===== config.mk =====
export PLATFORM = sky130hd
export DESIGN_NAME = carregador_hd
export DESIGN_NICKNAME = d
export VERILOG_FILES = /design/src/rtl/carregador_hd.sv
export SDC_FILE = /design/constraint.sdc
export NUM_CORES = 1
export LEC_CHECK = 0
export ABC_AREA = 1
export BUFFER_PORTS_ARGS = -buffer_cell sky130_fd_sc_hd__buf_2
export CAP_MARGIN = 20
export CORE_AREA = 2 2 86 88
export DETAILED_ROUTE_END_ITERATION = 16
export DIE_AREA = 0 0 88 90
export GPL_ROUTABILITY_DRIVEN = 0
export GPL_TIMING_DRIVEN = 0
export PLACE_DENSITY = 0.89
export SKIP_LAST_GASP = 1
export SLEW_MARGIN = 20
export SYNTH_ARGS = -nofsm -noshare
export SYNTH_HDL_FRONTEND = slang
export SYNTH_SLANG_ARGS = --single-unit
export TNS_END_PERCENT = 20

===== constraint.sdc =====
create_clock -name clk -period 3.4 [get_ports clk]
set_input_delay 0.85 -clock clk [delete_from_list [all_inputs] [get_ports clk]]
set_output_delay 0.85 -clock clk [all_outputs]
set_load 0.01 [all_outputs]

===== src/rtl/carregador_hd.sv =====
// rtl/carregador_hd.sv - program loader: streams disk sector words into instruction memory
// Optional feature macro: CARREGADOR_HALT_EN (stop the copy early after a halt-opcode word)
module carregador_hd #(
    parameter int DADO_W      = 32,
    parameter int SETOR_W     = 10,
    parameter int END_W       = 16,
    parameter int QTD_W       = 9,
    parameter int PRIMEIRO_HD = 32,
    parameter int ULTIMO_HD   = 299
) (
    input  logic               clk,
    input  logic               reset,
    input  logic               inicio,
    input  logic [SETOR_W-1:0] setor,
    input  logic [QTD_W-1:0]   qtd_palavras,
    input  logic [END_W-1:0]   end_destino,
    input  logic [DADO_W-1:0]  saida_instr,
    output logic [SETOR_W-1:0] setor_hd,
    output logic [15:0]        endereco_hd,
    output logic [1:0]         controle_hd,
    output logic               mem_we,
    output logic [END_W-1:0]   mem_end,
    output logic [DADO_W-1:0]  mem_dado,
    output logic               ocupado,
    output logic               pronto,
    output logic               erro
);

    typedef enum logic [2:0] {
        S_IDLE,
        S_PRIME,
        S_COPY,
        S_DONE,
        S_FAIL
    } estado_t;

    estado_t              estado_q, estado_d;
    logic [SETOR_W-1:0]   setor_q, setor_d;
    logic [QTD_W-1:0]     cnt_q, cnt_d;
    logic [15:0]          k_q, k_d;
    logic [END_W-1:0]     mem_end_q, mem_end_d;

    // Index of the last word the request would read; must stay inside the sector.
    logic [31:0]          ultimo_pedido;
    logic                 pedido_ok;
    logic                 halt;

    assign ultimo_pedido = 32'(PRIMEIRO_HD) + 32'(qtd_palavras) - 32'd1;
    assign pedido_ok     = (qtd_palavras != '0) && (ultimo_pedido <= 32'(ULTIMO_HD));

`ifdef CARREGADOR_HALT_EN
    assign halt = (saida_instr[DADO_W-1 -: 5] == 5'b11111);
`else
    assign halt = 1'b0;
`endif

    // State and transfer bookkeeping registers.
    always_ff @(posedge clk) begin
        if (reset) begin
            estado_q  <= S_IDLE;
            setor_q   <= '0;
            cnt_q     <= '0;
            k_q       <= '0;
            mem_end_q <= '0;
        end else begin
            estado_q  <= estado_d;
            setor_q   <= setor_d;
            cnt_q     <= cnt_d;
            k_q       <= k_d;
            mem_end_q <= mem_end_d;
        end
    end

    // Next-state: latch the request in IDLE, then prime the disk and copy one word per cycle.
    always_comb begin
        estado_d  = estado_q;
        setor_d   = setor_q;
        cnt_d     = cnt_q;
        k_d       = k_q;
        mem_end_d = mem_end_q;
        case (estado_q)
            S_IDLE: begin
                if (inicio) begin
                    setor_d   = setor;
                    cnt_d     = qtd_palavras;
                    mem_end_d = end_destino;
                    k_d       = '0;
                    estado_d  = pedido_ok ? S_PRIME : S_FAIL;
                end
            end
            S_PRIME: estado_d = S_COPY;
            S_COPY: begin
                mem_end_d = mem_end_q + END_W'(1);
                k_d       = k_q + 16'd1;
                cnt_d     = cnt_q - QTD_W'(1);
                if (cnt_q == QTD_W'(1) || halt) begin
                    estado_d = S_DONE;
                end
            end
            S_DONE:  estado_d = S_IDLE;
            S_FAIL:  estado_d = S_IDLE;
            default: estado_d = S_IDLE;
        endcase
    end

    // Outputs decode straight from flops; only the write data passes the disk word through.
    always_comb begin
        controle_hd = ((estado_q == S_PRIME) || (estado_q == S_COPY)) ? 2'b00 : 2'b01;
        mem_we      = (estado_q == S_COPY);
        mem_dado    = (estado_q == S_COPY) ? saida_instr : '0;
        ocupado     = (estado_q == S_PRIME) || (estado_q == S_COPY);
        pronto      = (estado_q == S_DONE);
        erro        = (estado_q == S_FAIL);
        endereco_hd = (estado_q == S_COPY) ? (16'(PRIMEIRO_HD) + k_q) : 16'(PRIMEIRO_HD - 1);
        mem_end     = mem_end_q;
        setor_hd    = setor_q;
    end

endmodule


Word level (Yosys, flattened, before mapping)
Index checks and enable logic that the tools add are counted.
Widths: inputs -> output; s select.

cells by class
  add/sub/neg operators = 6
  order comparisons = 1
  equality and inequality tests = 7
  muxes and demuxes = 13
  reductions and logical operators = 8

operator list
  kind                   number
  $pmux 16 s2            2
  $mux 16                3
  $add 16x1->16 const B  2
  $le 32x9->1 const B    1
  $mux 32                1
  $pmux 9 s2             1
  $add 6x16->16 const A  1
  $sub 10x1->11 const B  1
  $add 6x9->10 const A   1
  $eq 9x1->1 const B     1
  $mux 3                 3
  $mux 9                 1
  $pmux 3 s3             1
  $reduce_bool 9->1      1
  $sub 9x1->9 const B    1
  $eq 3x2->1 const B     2
  $reduce_and 2->1       3
  $eq 3x1->1 const B     1
  $eq 3x3->1 const B     1
  $logic_not 3->1        1
  $ne 2x1->1 const B     1
  $ne 2x2->1 const B     1
  $reduce_bool 2->1      1
  $logic_and 1x1->1      1
  other kinds (2)        2

word-level totals
  register bits after elaboration = 54
  bits of input ports = 70
  output and inout bits = 80
  logic and storage cells = 40

Longest topological paths before layout
Gate-level depths: netlist (run 1).

  depth after elaboration = 7
  mapped depth = 9
  depth with buffers taken out = 9

Least setup slack after synthesis (run 1)
No wires, ideal clock.

  kind = flip-flop to output port
  start = register k_q[5]
  end = output endereco_hd[11]
  data arrival time = 1.235 ns
  required time = 2.550 ns
  path slack = 1.315 ns
  stages on the path, launching flop included = 8
  buffers on the path = 0
  cell sequence = dfxtp_1 > ha_1 > nand2_1 > nor2_2 > nand2_1 > a21oi_1 > inv_1 > nor2_1

between the ends
  word-level cells in the longest chain between the ends = 2

RTL lines
  item                    line  source
  from (decl)             40    logic [15:0] k_q, k_d;
  from (signal assigned)  69    k_q <= k_d;
  $add 6x16->16           114   endereco_hd = (estado_q == S_COPY) ? (16'(PRIMEIRO_HD) + k_q) : 16'(PRIMEIRO_HD - 1);
  $mux 16                 114
  to (decl)               19    output logic [15:0] endereco_hd,

Every way passes these cells.

Final worst setup path (run 1)
  start = register estado_q[0]
  end = output endereco_hd[14]

between the ends
  word-level cells in the longest chain between the ends = 2

RTL lines
  item                    line  source
  from (decl)             37    estado_t estado_q, estado_d;
  from (signal assigned)  66    estado_q <= estado_d;
  $eq 3x2->1              114
  $mux 16                 114

Every way passes these cells.

==> reports/summary.txt, run 1 <==
Post-Route Utilization = 64.0%
IO buf count = 147
Placed Cells = 833
Post-CTS Hold Buffers = 0
Clk Latency, worst-skew pair = 0.32 ns
Via Count = 4,324
DRT iter0 DRCs = 296
First-pass GRT wire length = 18.1 mm
RSZ-0062 raised after global routing = false
Setup ws final = 0.637 ns
Setup WS pre-CTS = 1.05 ns
Antenna violations before repair = 0
# nets final = 816
Routed Antenna Nets = 0
Final instance area = 4490 µm²
Setup crit start = estado_q[0]$_SDFFE_PP0P_
Syn avg cell area = 6.06 µm²
CTS sink cnt = 54
Drt via density = 5.15
WL/cell = 13.0 µm
Final setup viols = 0
Hold Path Depth = 2
P_leak = 2.31 nW
Crit start category = flop
Gr usage total = 28.1%
Clock Pin Slew Worst Setup and Hold Paths = 0.09 ns
Die ar. = 7920 µm²
Syn_nets = 662
Number of diodes = 0
R2R depth = 8
Hold WC Path Type = reg -> reg
Reg2Reg Launch Point = mem_end[0]$_SDFFE_PP0P_
Post-CTS Setup Bufs = 0
First-pass iteration count of the detailed router = 5
Height of the die = 90 µm
FP Rows = 31
Crit path max fanout = 10
Yosys warning count = 0
Layout fillers = 639
Min Tclk post-route = 2.76 ns
Share of the yosys chip area belonging to registers = 30.4%
Yosys cell types = 38
HP Start = cnt_q[7]$_SDFFE_PP0P_
Clock tree buffer depth = 2
Worst slew pin tran = 0.647 ns
Cts bufs inserted = 5
Hold slack = 0.481 ns
Ratio of cells with drive above 1 in the final layout = 26.7%
Max VDD drop = 0.296 mV
I/O Pins = 150
Die width = 88 µm
Reg2reg end = mem_end[12]$_SDFFE_PP0P_
Flops & latches, synth = 54
Status = completed
Total Wirelength = 10.9 mm
Tcrit/Tclk final = 81.3%
Area grow syn2layout = 26.4%
Worst clock skew = 0.00992 ns
GRT overflow = 0
Setup_tns = 0 ns
Mapped Area = 3550 µm²
Final hold violation count = 0
Total power = 1.67 mW
Fin. max-slew vios = 0
Max-Cap Viols = 0
Core area = 7020 µm²
CTS tree = yes
Slew headroom = 56.9%
Fmax = 0.362 GHz
Post-Syn Instances = 587
DP Area = 4410 µm²
Type of the worst setup path = reg -> out
Pin count of the biggest net entering global routing = 16
CTS root buffer = clkbuf_8
Worst setup path endpoint = endereco_hd[14]
Post-route DRC = 0
Crit. End Element = primary output
CTS resizes = 0
PD cells = 372 nW/µm²
Max H-tree Level = 2
Final Non-Filler Cells = 840
Vias in the first global route = 4,135
Post-DP HPWL = 8.26 mm
Initial Util = 50.6%
Required @ worst endpoint = 2.55 ns
CP Data Arrival Time = 1.91 ns
Reg-to-reg setup timing slack = 1.75 ns
-- synth_stat cells (all sizes together) --
cell type | n | share of area (%)
nand4 | 9 | 1.6
clkbuf | 8 | 0.84
nand3b | 3 | 0.63
nor2 | 115 | 13
o21a | 1 | 0.21
nand3 | 38 | 6.1
inv | 82 | 8.7
or2 | 5 | 0.88
o21bai | 1 | 0.21
o21ai | 30 | 4.3
a31oi | 7 | 1.2
nand2 | 153 | 17
nor3 | 8 | 1.6
and2 | 2 | 0.35
a211oi | 2 | 0.70
o211ai | 4 | 0.84
ha | 5 | 1.8
dfxtp | 54 | 30
xor2 | 2 | 0.49
o221ai | 1 | 0.25
conb | 1 | 0.11
a22oi | 2 | 0.42
a21oi | 38 | 5.6
buf | 16 | 3.1
-- placed cells by master, fill, tap and decap left out, types with 2 or more instances in the layout --
master / netlist / layout
a211oi_2: 2 / 2
clkbuf_8: 0 / 5
and2_1: 2 / 2
nand2_1: 148 / 148
nand3b_1: 3 / 3
nand3_1: 36 / 36
nor2_4: 2 / 2
dfxtp_1: 54 / 54
o211ai_1: 4 / 4
o21ai_1: 6 / 6
nor3_1: 6 / 6
a22oi_1: 2 / 2
buf_6: 3 / 3
inv_2: 4 / 4
inv_1: 77 / 77
nor2_2: 2 / 2
ha_1: 5 / 5
or2_2: 5 / 5
nand4_1: 9 / 9
a21oi_2: 2 / 2
nand2_2: 5 / 5
a31oi_1: 7 / 7
nand3_4: 2 / 2
buf_2: 8 / 155
buf_4: 5 / 5
o21ai_0: 23 / 23
xor2_1: 2 / 2
a21oi_1: 36 / 36
nor2_1: 110 / 110
clkbuf_1: 8 / 9
-- worst max-delay path, cell delays in order, from the launching register on --
cell and delay [ns]:
dfxtp_1 0.34, inv_2 0.11, nand3_4 0.19, inv_4 0.14
buf_2 0.27, o21ai_0 0.17, a21oi_1 0.22, buf_2 0.17
-- metal layers --
layer	global-route usage (%)	up-vias	part of all wire, %
met5	0	-	0
met4	11.4	0	2.3
met3	6.06	30	9.0
met2	46.1	235	47
met1	35.2	1908	41
li1	-	2151	-
-- worst min path at each step --
stage | end | slack (ns)
after global placement | cnt_q[7]$_SDFFE_PP0P_ | 0.45
after global routing | cnt_q[7]$_SDFFE_PP0P_ | 0.49
after floorplan | cnt_q[7]$_SDFFE_PP0P_ | 0.44
final | cnt_q[7]$_SDFFE_PP0P_ | 0.48
after CTS | cnt_q[7]$_SDFFE_PP0P_ | 0.48
after detailed placement | cnt_q[7]$_SDFFE_PP0P_ | 0.46
-- flip-flops by register name (all words and copies together) (netlist names) --
signal and count:
setor_hd 10, cnt_q 9, k_q 16, mem_end 16, estado_q 3
-- cells by family after synthesis --
logic type,count (synthesis),share of synthesized area [%]
fa+ha+maj,5,1.76
flops,54,30.4
xor+xnor,2,0.493
other cells,1,0.105
compound gates,86,13.8
buf+inv,106,12.7
simple gates,333,40.8
-- area by class of cell --
class	count	area, µm²	area share (%)
clock inverter	1	7.51	0.167
clock buffer	6	72.6	1.61
timing repair buffer	147	736	16.4
buffer	24	141	3.15
sequential	54	1080	24.1
inverter	82	310	6.90
multi-input combinational	427	2020	45.0
tap	99	124	2.76
-- where the power goes --
group	total [mW]	internal, mW	switching [mW]	leakage (nW)
clock	0.358	0.142	0.216	0.0373
combinational	0.572	0.216	0.355	1.83
sequential	0.742	0.688	0.0544	0.442
total	1.67	1.05	0.626	2.31
Power figures use the tool's default switching activity.
==> inputs of run 2 (changes only) <==
Settings changed: ABC_AREA 1 to 0, PLACE_DENSITY 0.89 to 0.84.
Clock period 3.4 ns to 2.64 ns, I/O delays scaled along.
==> run 2 against run 1 <==
Non-clock buffer count is 9 higher. Critical path depth down 1. Clock power grew 33%. Design area shrank 5.7%. Largest power group unchanged. Highest routed layer unchanged.
==> reports/summary.txt, run 2 <==
Status = completed
Tcrit/Tclk final = 98.1%
Clock tree buffer depth = 2 (unchanged)
Die width = 88 µm (unchanged)
Ratio of cells with drive above 1 in the final layout = 33.0% (+6.3 points)
Hold WC Path Type = reg -> reg
PD cells = 429 nW/µm² (+15%)
Most common cell after layout, fill and taps aside = buf_2
Worst clock skew = 0.0104 ns (+0.000455 ns)
Number of diodes = 0 (unchanged)
Core area = 7020 µm² (unchanged)
Required @ worst endpoint = 1.98 ns (-0.57 ns)
Syn_nets = 494 (-25%)
Number of synthesized flops with an enable pin = 0 (unchanged)
Gr usage total = 25.1% (-3.0 points)
Final Non-Filler Cells = 675 (-20%)
Type of the worst setup path = reg -> out
Area leader, netlist = dfxtp_1
Clk Latency, worst-skew pair = 0.32 ns (about the same)
Max-Cap Viols = 0 (unchanged)
CTS sink cnt = 54 (unchanged)
Most frequent cells in the layout = buf_2 (152), nand2_1 (55), dfxtp_1 (53), and2_1 (37), a21oi_1 (36)
CTS root buffer = clkbuf_8
DP Area = 4070 µm² (-7.8%)
Post-DP HPWL = 7.71 mm (-6.6%)
Height of the die = 90 µm (unchanged)
Post-synth top cells = nand2_1 (55), dfxtp_1 (54), and2_1 (37), a21oi_1 (36), nor2_1 (35)
Final setup viols = 0 (unchanged)
Worst slew pin tran = 0.944 ns (+0.298 ns)
Fmax = 0.386 GHz
Crit. End Element = primary output
Die ar. = 7920 µm² (unchanged)
CTS tree = yes
Initial Util = 45.7% (-4.9 points)
Clock Pin Slew Worst Setup and Hold Paths = 0.10 ns (about the same)
Async S/R FF share, synth = 0% (unchanged)
Yosys warning count = 0 (unchanged)
P_leak = 1.85 nW (-20%)
Post-route DRC = 0 (unchanged)
Post-CTS Hold Buffers = 0 (unchanged)
Flops & latches, synth = 54 (unchanged)
Slew headroom = 36.9% (-20 points)
Final instance area = 4240 µm² (-5.7%)
RSZ-0062 raised after global routing = true
I/O Pins = 150 (unchanged)
Yosys cell types = 59 (+55%)
Total Wirelength = 10.2 mm (-6.7%)
FP Rows = 31 (unchanged)
Synth area leaders = dfxtp_1 (34%), and2_1 (7.2%), nand2_1 (6.4%)
First-pass iteration count of the detailed router = 6 (+1)
Crit path max fanout = 19 (+9)
Setup_tns = 0 ns (unchanged)
Area grow syn2layout = 32.0%
First-pass GRT wire length = 16.1 mm (-11%)
Syn avg cell area = 7.66 µm² (+27%)
Via Count = 3,705 (-14%)
Max VDD drop = 0.261 mV (-12%)
Crit start category = flop
Synth Flop Type = dfxtp_1
GRT overflow = 0 (unchanged)
Max H-tree Level = 2 (unchanged)
# nets final = 650 (-20%)
Drt via density = 5.49 (+6.6%)
Mapped Area = 3210 µm² (-9.7%)
DRT iter0 DRCs = 256 (-14%)
Min Tclk post-route = 2.59 ns
Post-Syn Instances = 419 (-29%)
Final hold violation count = 0 (unchanged)
Post-synth top area share = 33.7% (+3.3 points)
Hold slack = 0.457 ns (-0.0234 ns)
Top-count cell post-synth = nand2_1
Share of the yosys chip area belonging to registers = 33.7% (+3.3 points)
IO buf count = 147 (unchanged)
WL/cell = 15.1 µm (+16%)
Antenna violations before repair = 0 (unchanged)
Vias in the first global route = 3,432 (-17%)
Fin. max-slew vios = 0 (unchanged)
Pin count of the biggest net entering global routing = 20 (+4)
Placed Cells = 665 (-20%)
Routed Antenna Nets = 0 (unchanged)
CP Data Arrival Time = 1.93 ns (+0.02 ns)
Total power = 1.82 mW (+8.6%)
Cts bufs inserted = 5 (unchanged)
==> run 2: changes by cell type in the layout (fill, tap and decap cells not counted), sizes merged, moves of 9 or more <==
cell	previous run	this run
nand2	153	56
nor2	115	36
inv	82	6
and2	2	37
o21ai	30	11
nand3	38	21
nor4	0	9
==> run 2: area by class of cell <==
cell class | count | area (µm²)
Timing Repair Buffer | 150 | 758
Tap cell | 99 | 124
Fill cell | 656 | 2780
Buffer | 30 | 195
Multi-Input combinational cell | 326 | 1960
Inverter | 8 | 31.3
Clock buffer | 6 | 72.6
Clock inverter | 2 | 13.8
Sequential cell | 54 | 1080
==> run 2: logic make-up (layout without fill, tap and decap cells) <==
kind of cell               after synthesis  in the layout  synth area share [%]
buffers and inverters                   39            196                  5.69
adders and majority gates                5              5                  1.95
xor gates and xnor gates                10             10                  2.73
and+or+nand+nor                        207            207                  33.7
muxes                                    8              8                  2.73
AOI/OAI and AO/OA                       95             95                  19.4
DFF                                     54             54                  33.7
other                                    1              1                 0.117
==> run 2: where the power goes <==
| part | total [mW] | switching (mW) | leakage (nW) | internal (mW) |
|---|---|---|---|---|
| Clock | 0.476 | 0.288 | 0.0452 | 0.188 |
| Combinational | 0.430 | 0.250 | 1.37 | 0.181 |
| Sequential | 0.910 | 0.0479 | 0.442 | 0.862 |
| Total | 1.82 | 0.585 | 1.85 | 1.23 |
==> run 2: layer usage <==
metal  global-route usage, %  vias to the layer above  part of all wire (%)
met5                       0                        -                     0
met4                    10.1                        0                   1.8
met3                    4.13                       17                   6.7
met2                    40.5                      150                    49
met1                    33.0                     1728                    43
li1                        -                     1810                     -
==> run 2: through the flow <==
| stage | worst slack [ns] | util [%] |
|---|---|---|
| finish | 0.0496 | 60.3 |
| global route | -0.0425 | 60.3 |
| global placement | 0.105 | 58.0 |
| CTS | -0.0303 | 59.3 |
| floorplan | 0.372 | - |
| detailed placement | 0.0870 | 58.0 |
==> run 2: final timing paths <==
path | start | to | slack (ns) | cells past startpoint
min | setor_hd[8]$_SDFFE_PP0P_ | setor_hd[8]$_SDFFE_PP0P_ | 0.46 | 2
max | estado_q[0]$_SDFFE_PP0P_ | endereco_hd[10] | 0.05 | 6
max reg2reg | estado_q[0]$_SDFFE_PP0P_ | k_q[9]$_SDFFE_PP0P_ | 0.42 | 6
min reg2reg | setor_hd[8]$_SDFFE_PP0P_ | setor_hd[8]$_SDFFE_PP0P_ | 0.46 | 2
==> run 2: what timing repair did <==
action	4_1_cts	5_1_grt
buffers inserted	0	3
resized for setup	6	21
endpoints found under the setup margin	44	42
cloned	0	0
==> run 2: critical path, stage by stage, from the launching register on <==
cell,delay [ns]
dfxtp_1,0.31
buf_2,0.15
or3b_1,0.36
buf_6,0.15
clkbuf_2,0.29
a21oi_1,0.19
buf_2,0.15
